<file path="config.mk">
export PLATFORM = sky130hd
export DESIGN_NAME = ahb_bus_arbiter
export DESIGN_NICKNAME = d
export VERILOG_FILES = /design/src/rtl/ahb_bus_arbiter_pkg.sv /design/src/rtl/ahb_bus_arbiter_rr_picker.sv /design/src/rtl/ahb_bus_arbiter.sv
export SDC_FILE = /design/constraint.sdc
export NUM_CORES = 1
export LEC_CHECK = 0
export CORE_AREA = 2 2 87 64
export DETAILED_ROUTE_END_ITERATION = 16
export DIE_AREA = 0 0 89 66
export PLACE_DENSITY_LB_ADDON = 0.25
export SETUP_SLACK_MARGIN = 0.5
export SYNTH_ARGS = -nofsm -noshare
export SYNTH_HDL_FRONTEND = slang
export SYNTH_SLANG_ARGS = --single-unit
</file>
<file path="constraint.sdc">
create_clock -name hclk -period 2.61 [get_ports hclk]
set_input_delay 0.522 -clock hclk [delete_from_list [all_inputs] [get_ports hclk]]
set_output_delay 0.522 -clock hclk [all_outputs]
set_load 0.005 [all_outputs]
</file>
<file path="src/rtl/ahb_bus_arbiter_pkg.sv">
// Shared AHB encodings, burst-length helpers and arbiter state codes
// for the bus arbiter.
package ahb_bus_arbiter_pkg;

  localparam int unsigned AHB_NUM_MASTERS = 4;

  typedef enum logic [1:0] {
    HTRANS_IDLE   = 2'b00,
    HTRANS_BUSY   = 2'b01,
    HTRANS_NONSEQ = 2'b10,
    HTRANS_SEQ    = 2'b11
  } htrans_e;

  typedef enum logic [2:0] {
    HBURST_SINGLE = 3'b000,
    HBURST_INCR   = 3'b001,
    HBURST_WRAP4  = 3'b010,
    HBURST_INCR4  = 3'b011,
    HBURST_WRAP8  = 3'b100,
    HBURST_INCR8  = 3'b101,
    HBURST_WRAP16 = 3'b110,
    HBURST_INCR16 = 3'b111
  } hburst_e;

  // Arbiter states, kept as plain codes for compatibility with existing users
  localparam logic [1:0] ARB_PARK   = 2'd0;
  localparam logic [1:0] ARB_OWNED  = 2'd1;
  localparam logic [1:0] ARB_LOCKED = 2'd2;

  // Beats remaining after the NONSEQ; INCR has no defined length
  function automatic logic [3:0] burst_beats_left(input hburst_e burst);
    logic [3:0] beats;
    case (burst)
      HBURST_WRAP4, HBURST_INCR4:   beats = 4'd3;
      HBURST_WRAP8, HBURST_INCR8:   beats = 4'd7;
      HBURST_WRAP16, HBURST_INCR16: beats = 4'd15;
      default:                      beats = 4'd0;
    endcase
    return beats;
  endfunction

  function automatic logic burst_is_fixed(input hburst_e burst);
    return (burst != HBURST_SINGLE) && (burst != HBURST_INCR);
  endfunction

endpackage

</file>
<file path="src/rtl/ahb_bus_arbiter_rr_picker.sv">
// Combinational round-robin selector: first requester strictly after ptr,
// wrapping, so the pointer's own master only wins when it is alone.
module ahb_rr_picker
  import ahb_bus_arbiter_pkg::*;
#(
  parameter int unsigned NUM_MASTERS = AHB_NUM_MASTERS,
  parameter int unsigned IDX_WIDTH   = 4
) (
  input  logic [NUM_MASTERS-1:0] req,
  input  logic [IDX_WIDTH-1:0]   ptr,
  output logic [NUM_MASTERS-1:0] grant,
  output logic [IDX_WIDTH-1:0]   idx,
  output logic                   any_req
);

  logic                   found;
  int unsigned            cand;
  logic [NUM_MASTERS-1:0] shifted;

  always_comb begin
    grant   = '0;
    idx     = '0;
    found   = 1'b0;
    cand    = 0;
    shifted = '0;
    for (int unsigned i = 1; i <= NUM_MASTERS; i++) begin
      cand    = (32'(ptr) + i) % NUM_MASTERS;
      shifted = req >> cand;
      if (!found && shifted[0]) begin
        found = 1'b1;
        grant = NUM_MASTERS'(1) << cand;
        idx   = IDX_WIDTH'(cand);
      end
    end
  end

  assign any_req = |req;

endmodule

</file>
<file path="src/rtl/ahb_bus_arbiter.sv">
// Round-robin AHB bus arbiter: hands the bus over only at transfer
// boundaries, completes fixed bursts and keeps locked sequences intact.
module ahb_bus_arbiter
  import ahb_bus_arbiter_pkg::*;
#(
  parameter int unsigned NUM_MASTERS    = AHB_NUM_MASTERS,
  parameter int unsigned HMASTER_WIDTH  = 4,
  parameter int unsigned DEFAULT_MASTER = 0
) (
  input  logic                     hclk,
  input  logic                     hreset,
  input  logic [NUM_MASTERS-1:0]   hbusreq,
  input  logic [NUM_MASTERS-1:0]   hlock,
  input  logic [1:0]               htrans,
  input  logic [2:0]               hburst,
  input  logic                     hready,
  output logic [NUM_MASTERS-1:0]   hgrant,
  output logic [HMASTER_WIDTH-1:0] hmaster,
  output logic [HMASTER_WIDTH-1:0] hmaster_data,
  output logic                     hmastlock
);

  localparam logic [NUM_MASTERS-1:0]   DEFAULT_GRANT = NUM_MASTERS'(1) << DEFAULT_MASTER;
  localparam logic [HMASTER_WIDTH-1:0] DEFAULT_IDX   = HMASTER_WIDTH'(DEFAULT_MASTER);

  logic [1:0]               state_q, state_d;
  logic [NUM_MASTERS-1:0]   hgrant_q, hgrant_d;
  logic [HMASTER_WIDTH-1:0] hmaster_q, hmaster_d;
  logic [HMASTER_WIDTH-1:0] hmaster_data_q, hmaster_data_d;
  logic [HMASTER_WIDTH-1:0] rr_ptr_q, rr_ptr_d;
  logic [3:0]               beats_left_q, beats_left_d;

  htrans_e                  trans;
  hburst_e                  burst;
  logic                     owner_req;
  logic                     owner_lock;
  logic                     accepted;
  logic                     boundary;
  logic                     rearb;
  logic [NUM_MASTERS-1:0]   win_grant;
  logic [HMASTER_WIDTH-1:0] win_idx;
  logic                     any_req;

  assign trans = htrans_e'(htrans);
  assign burst = hburst_e'(hburst);

  // The one-hot grant doubles as the owner select mask
  assign owner_req  = |(hbusreq & hgrant_q);
  assign owner_lock = |(hlock & hgrant_q);
  assign accepted   = hready && ((trans == HTRANS_NONSEQ) || (trans == HTRANS_SEQ));

  ahb_rr_picker #(
    .NUM_MASTERS (NUM_MASTERS),
    .IDX_WIDTH   (HMASTER_WIDTH)
  ) u_picker (
    .req     (hbusreq),
    .ptr     (rr_ptr_q),
    .grant   (win_grant),
    .idx     (win_idx),
    .any_req (any_req)
  );

  always_comb begin
    beats_left_d = beats_left_q;
    if (accepted) begin
      if (trans == HTRANS_NONSEQ) begin
        beats_left_d = burst_beats_left(burst);
      end else if (beats_left_q != 4'd0) begin
        beats_left_d = beats_left_q - 4'd1;
      end
    end
  end

  always_comb begin
    boundary = 1'b0;
    if (hready) begin
      if (trans == HTRANS_IDLE) begin
        boundary = 1'b1;
      end else if (accepted && (trans == HTRANS_NONSEQ) && (burst == HBURST_SINGLE)) begin
        boundary = 1'b1;
      end else if (accepted && (trans == HTRANS_SEQ) && burst_is_fixed(burst) &&
                   (beats_left_q == 4'd1)) begin
        boundary = 1'b1;
      end else if ((burst == HBURST_INCR) && !owner_req && (trans != HTRANS_BUSY)) begin
        boundary = 1'b1;
      end
    end
  end

  always_comb begin
    state_d        = state_q;
    hgrant_d       = hgrant_q;
    hmaster_d      = hmaster_q;
    rr_ptr_d       = rr_ptr_q;
    hmaster_data_d = hready ? hmaster_q : hmaster_data_q;
    rearb          = 1'b0;

    if (boundary) begin
      case (state_q)
        ARB_PARK:   rearb = 1'b1;
        ARB_OWNED: begin
          if (owner_lock && owner_req) begin
            state_d = ARB_LOCKED;
          end else begin
            rearb = 1'b1;
          end
        end
        ARB_LOCKED: rearb = !owner_lock;
        default:    rearb = 1'b1;
      endcase
    end

    if (rearb) begin
      if (any_req) begin
        state_d   = ARB_OWNED;
        hgrant_d  = win_grant;
        hmaster_d = win_idx;
        rr_ptr_d  = win_idx;
      end else begin
        state_d   = ARB_PARK;
        hgrant_d  = DEFAULT_GRANT;
        hmaster_d = DEFAULT_IDX;
        rr_ptr_d  = DEFAULT_IDX;
      end
    end
  end

  always_ff @(posedge hclk) begin
    if (hreset) begin
      state_q        <= ARB_PARK;
      hgrant_q       <= DEFAULT_GRANT;
      hmaster_q      <= DEFAULT_IDX;
      hmaster_data_q <= DEFAULT_IDX;
      rr_ptr_q       <= DEFAULT_IDX;
      beats_left_q   <= '0;
    end else begin
      state_q        <= state_d;
      hgrant_q       <= hgrant_d;
      hmaster_q      <= hmaster_d;
      hmaster_data_q <= hmaster_data_d;
      rr_ptr_q       <= rr_ptr_d;
      beats_left_q   <= beats_left_d;
    end
  end

  assign hgrant       = hgrant_q;
  assign hmaster      = hmaster_q;
  assign hmaster_data = hmaster_data_q;
  assign hmastlock    = (state_q == ARB_LOCKED);

endmodule

</file>
==> impl_results.md <==
- CP cell instances: clkdlybuf4s50_1 -> a22oi_2 -> buf_4 -> a221oi_2 -> o221ai_1 -> buf_4 -> a21oi_1 -> a211oi_2
- Hold WS: 0.4912 ns
- Drt pass-1 iters: 4
- DP Worst Slack: 0.03824 ns
- Clk buf depth: 2
- Status: finished clean
- Synth area leaders: dfxtp_1 (20%), ha_1 (11%), a21oi_1 (5.1%)
- Root Driver: clkbuf_8
- H-Tree Depth: 1
- Worst path max stage delay: 0.47 ns
- Synth Flop Type: dfxtp_1
- Die area: 5874 um^2
- # diodes: 0
- Register area share after synthesis: 20.42%
- Total number of vias: 1436
- Cell Area, Synth: 1373 um^2
- Cell Area, Placed: 1813 um^2
- CTS Hold Buffers Added: 0
- Ys async rst share: 0%
- Final setup viols: 0
- Worst Path Required: 2.71 ns
- Nets: 235
- Worst Setup End Kind: flip-flop
- Reg clk slew, reported paths: 0.06 ns
- Port Buffers: 24
- Post-synth EDFFs: 0
- Insertion delay to the later sink of the worst-skew pair: 0.24 ns
- Count of final max-slew check failures: 0
- Total Power: 0.0007990 W
- CTS tree: yes
- CP max FO: 4
- Min cycle time layout: 2.096 ns
- # IOs: 29
- Hold Fails Final Rpt: 0
- Std-Cell Rows: 22
- Crit-path slowest cell: clkdlybuf4s50_1
- DR DRC count: 0
- Pwr dens: 406.0 nW/um^2
- Worst IR Drop VDD: 0.1870 mV
- Synth top area share: 20.42%
- DR vias/cell: 5.184
- CTS Buf Count: 3
- Hold Path Class: flip-flop to flip-flop
- Hpwl dp: 3072 um
- Arrival @ worst endpoint: 2.19 ns
- Die width: 89 um
- Final instance area: 1968 um^2
- Syn Area/Cell: 8.421 um^2
- Final period utilization: 80.31%
- P_leak: 0.7563 nW
- Core Area: 5065 um^2
- Total GRT Usage: 13.62%
- Share of cells above drive strength 1: 27.32%
- Slew @ Worst Pin: 0.6665 ns
- GP Congestion: 0.8175
- Largest area contributor in the netlist: dfxtp_1
- Synth Register Bits: 14
- Unrepaired setup endpoints after global routing: yes
- Area Overhead vs Synth: 43.39%
- GRT overflow: 0
- Detailed Route WL: 4110 um
- Routed Antenna Nets: 0
- Total of max-cap violations: 0
- Worst setup SP type: input port
- Die Height: 66 um
- Avg WL per Cell: 14.84 um
- Drt first-iter violations: 108
- Post-synth cell types: 50
- Fmax: 477.1 MHz
- Slack of the critical path: 0.5140 ns
- Post-Synthesis Cells: 163
- Setup TNS: 0 ns
- Antenna violations before repair: 0
- Commonest non-fill, non-tap cell in the layout: buf_4
- Vias in the first global route: 1310
- Initial Util: 27.10%
- Crit Path Category: input port to flip-flop
- First-pass GRT wire length: 6216 um
- Clk_skew: 0.003439 ns
- Most frequent cells in the layout: buf_4 (24), nor2_1 (16), clkdlybuf4s50_1 (15), a21oi_1 (13), dfxtp_1 (12)
- Number of synthesis warnings: 0
- Relative slew slack: 55.43%
- Pin count of the biggest net entering global routing: 16
- Most used cell, CP: buf_4
- CTS sink cnt: 14
-- metal layers --
| metal | up-vias | track usage, % | share of wire (%) |
|---|---|---|---|
| met5 | - | 0 | 0 |
| met4 | 0 | 2.239 | 0.46 |
| met3 | 2 | 2.747 | 5.6 |
| met2 | 42 | 19.12 | 40 |
| met1 | 688 | 21.32 | 54 |
| li1 | 704 | - | - |
-- cell usage after synthesis (2+ instances only) --
library cell,instances
nor2_1,17
a21oi_1,14
dfxtp_1,14
ha_1,12
inv_1,10
nand2_1,7
a211oi_1,6
a221oi_1,6
nand3b_1,6
buf_6,5
a22oi_1,4
buf_4,4
clkbuf_1,4
mux2i_1,4
o211ai_1,4
mux4_2,3
o21ai_0,3
a41oi_1,2
buf_2,2
nand2b_1,2
nand3_1,2
nor2b_1,2
nor4bb_1,2
or3_1,2
-- sequential cells by signal, indices dropped and copies added, names as in the netlist --
signal,cells
hmaster_data,2
beats_left_q,4
rr_ptr_q,2
state_q,2
hgrant,4
-- path summary, 6_finish.rpt --
kind                                  end  cells past startpoint                      from  slack (ns)
hold / removal    state_q[1]$_SDFFE_PP0P_                      2   state_q[1]$_SDFFE_PP0P_        0.49
setup / recovery   hgrant[1]$_SDFFE_PP0P_                      8                  hlock[1]        0.51
setup reg to reg   hgrant[0]$_SDFFE_PP1P_                      7  rr_ptr_q[1]$_SDFFE_PP0P_        0.52
hold reg to reg   state_q[1]$_SDFFE_PP0P_                      2   state_q[1]$_SDFFE_PP0P_        0.49
-- cell type report --
class	count	area (um^2)
clock buffers	3	41.29
flip-flops and latches	14	282.8
fillers	521	3097
repair buffers	51	459.2
well taps	72	90.09
inverters	10	37.54
multi-input cells	127	1057
-- power breakdown --
part / switching (W) / internal [W]
clock: 0.0000757 / 0.000102
sequential: 0.0000213 / 0.000232
combinational: 0.000180 / 0.000188
-- stage by stage --
step,utilization [%],instances
6_report,38.86,277
5_1_grt,38.86,277
4_1_cts,37.94,277
3_5_place_dp,35.80,269
3_3_place_gp,35.80,269
2_1_floorplan,-,166
-- critical path: cells and delay by family --
kind,cells,cell delay (ns)
buf+inv,3,0.82
compound gates,5,0.84
-- repair_timing --
action	in CTS	in global routing
setup endpoints to repair	8	7
resized for setup	13	15
pin swaps	7	8
setup buffers	5	0
-- cells by family (layout without fill, tap and decap cells) --
group,count (synthesis),after routing,synth area share [%]
AOI/OAI and AO/OA,55,55,29.81
and+or+nand+nor,48,48,18.78
adders and majority gates,12,12,10.94
muxes,8,8,8.933
other,1,4,0.2732
DFF,14,14,20.42
buffers and inverters,25,64,10.85
Power figures use the tool's default switching activity.
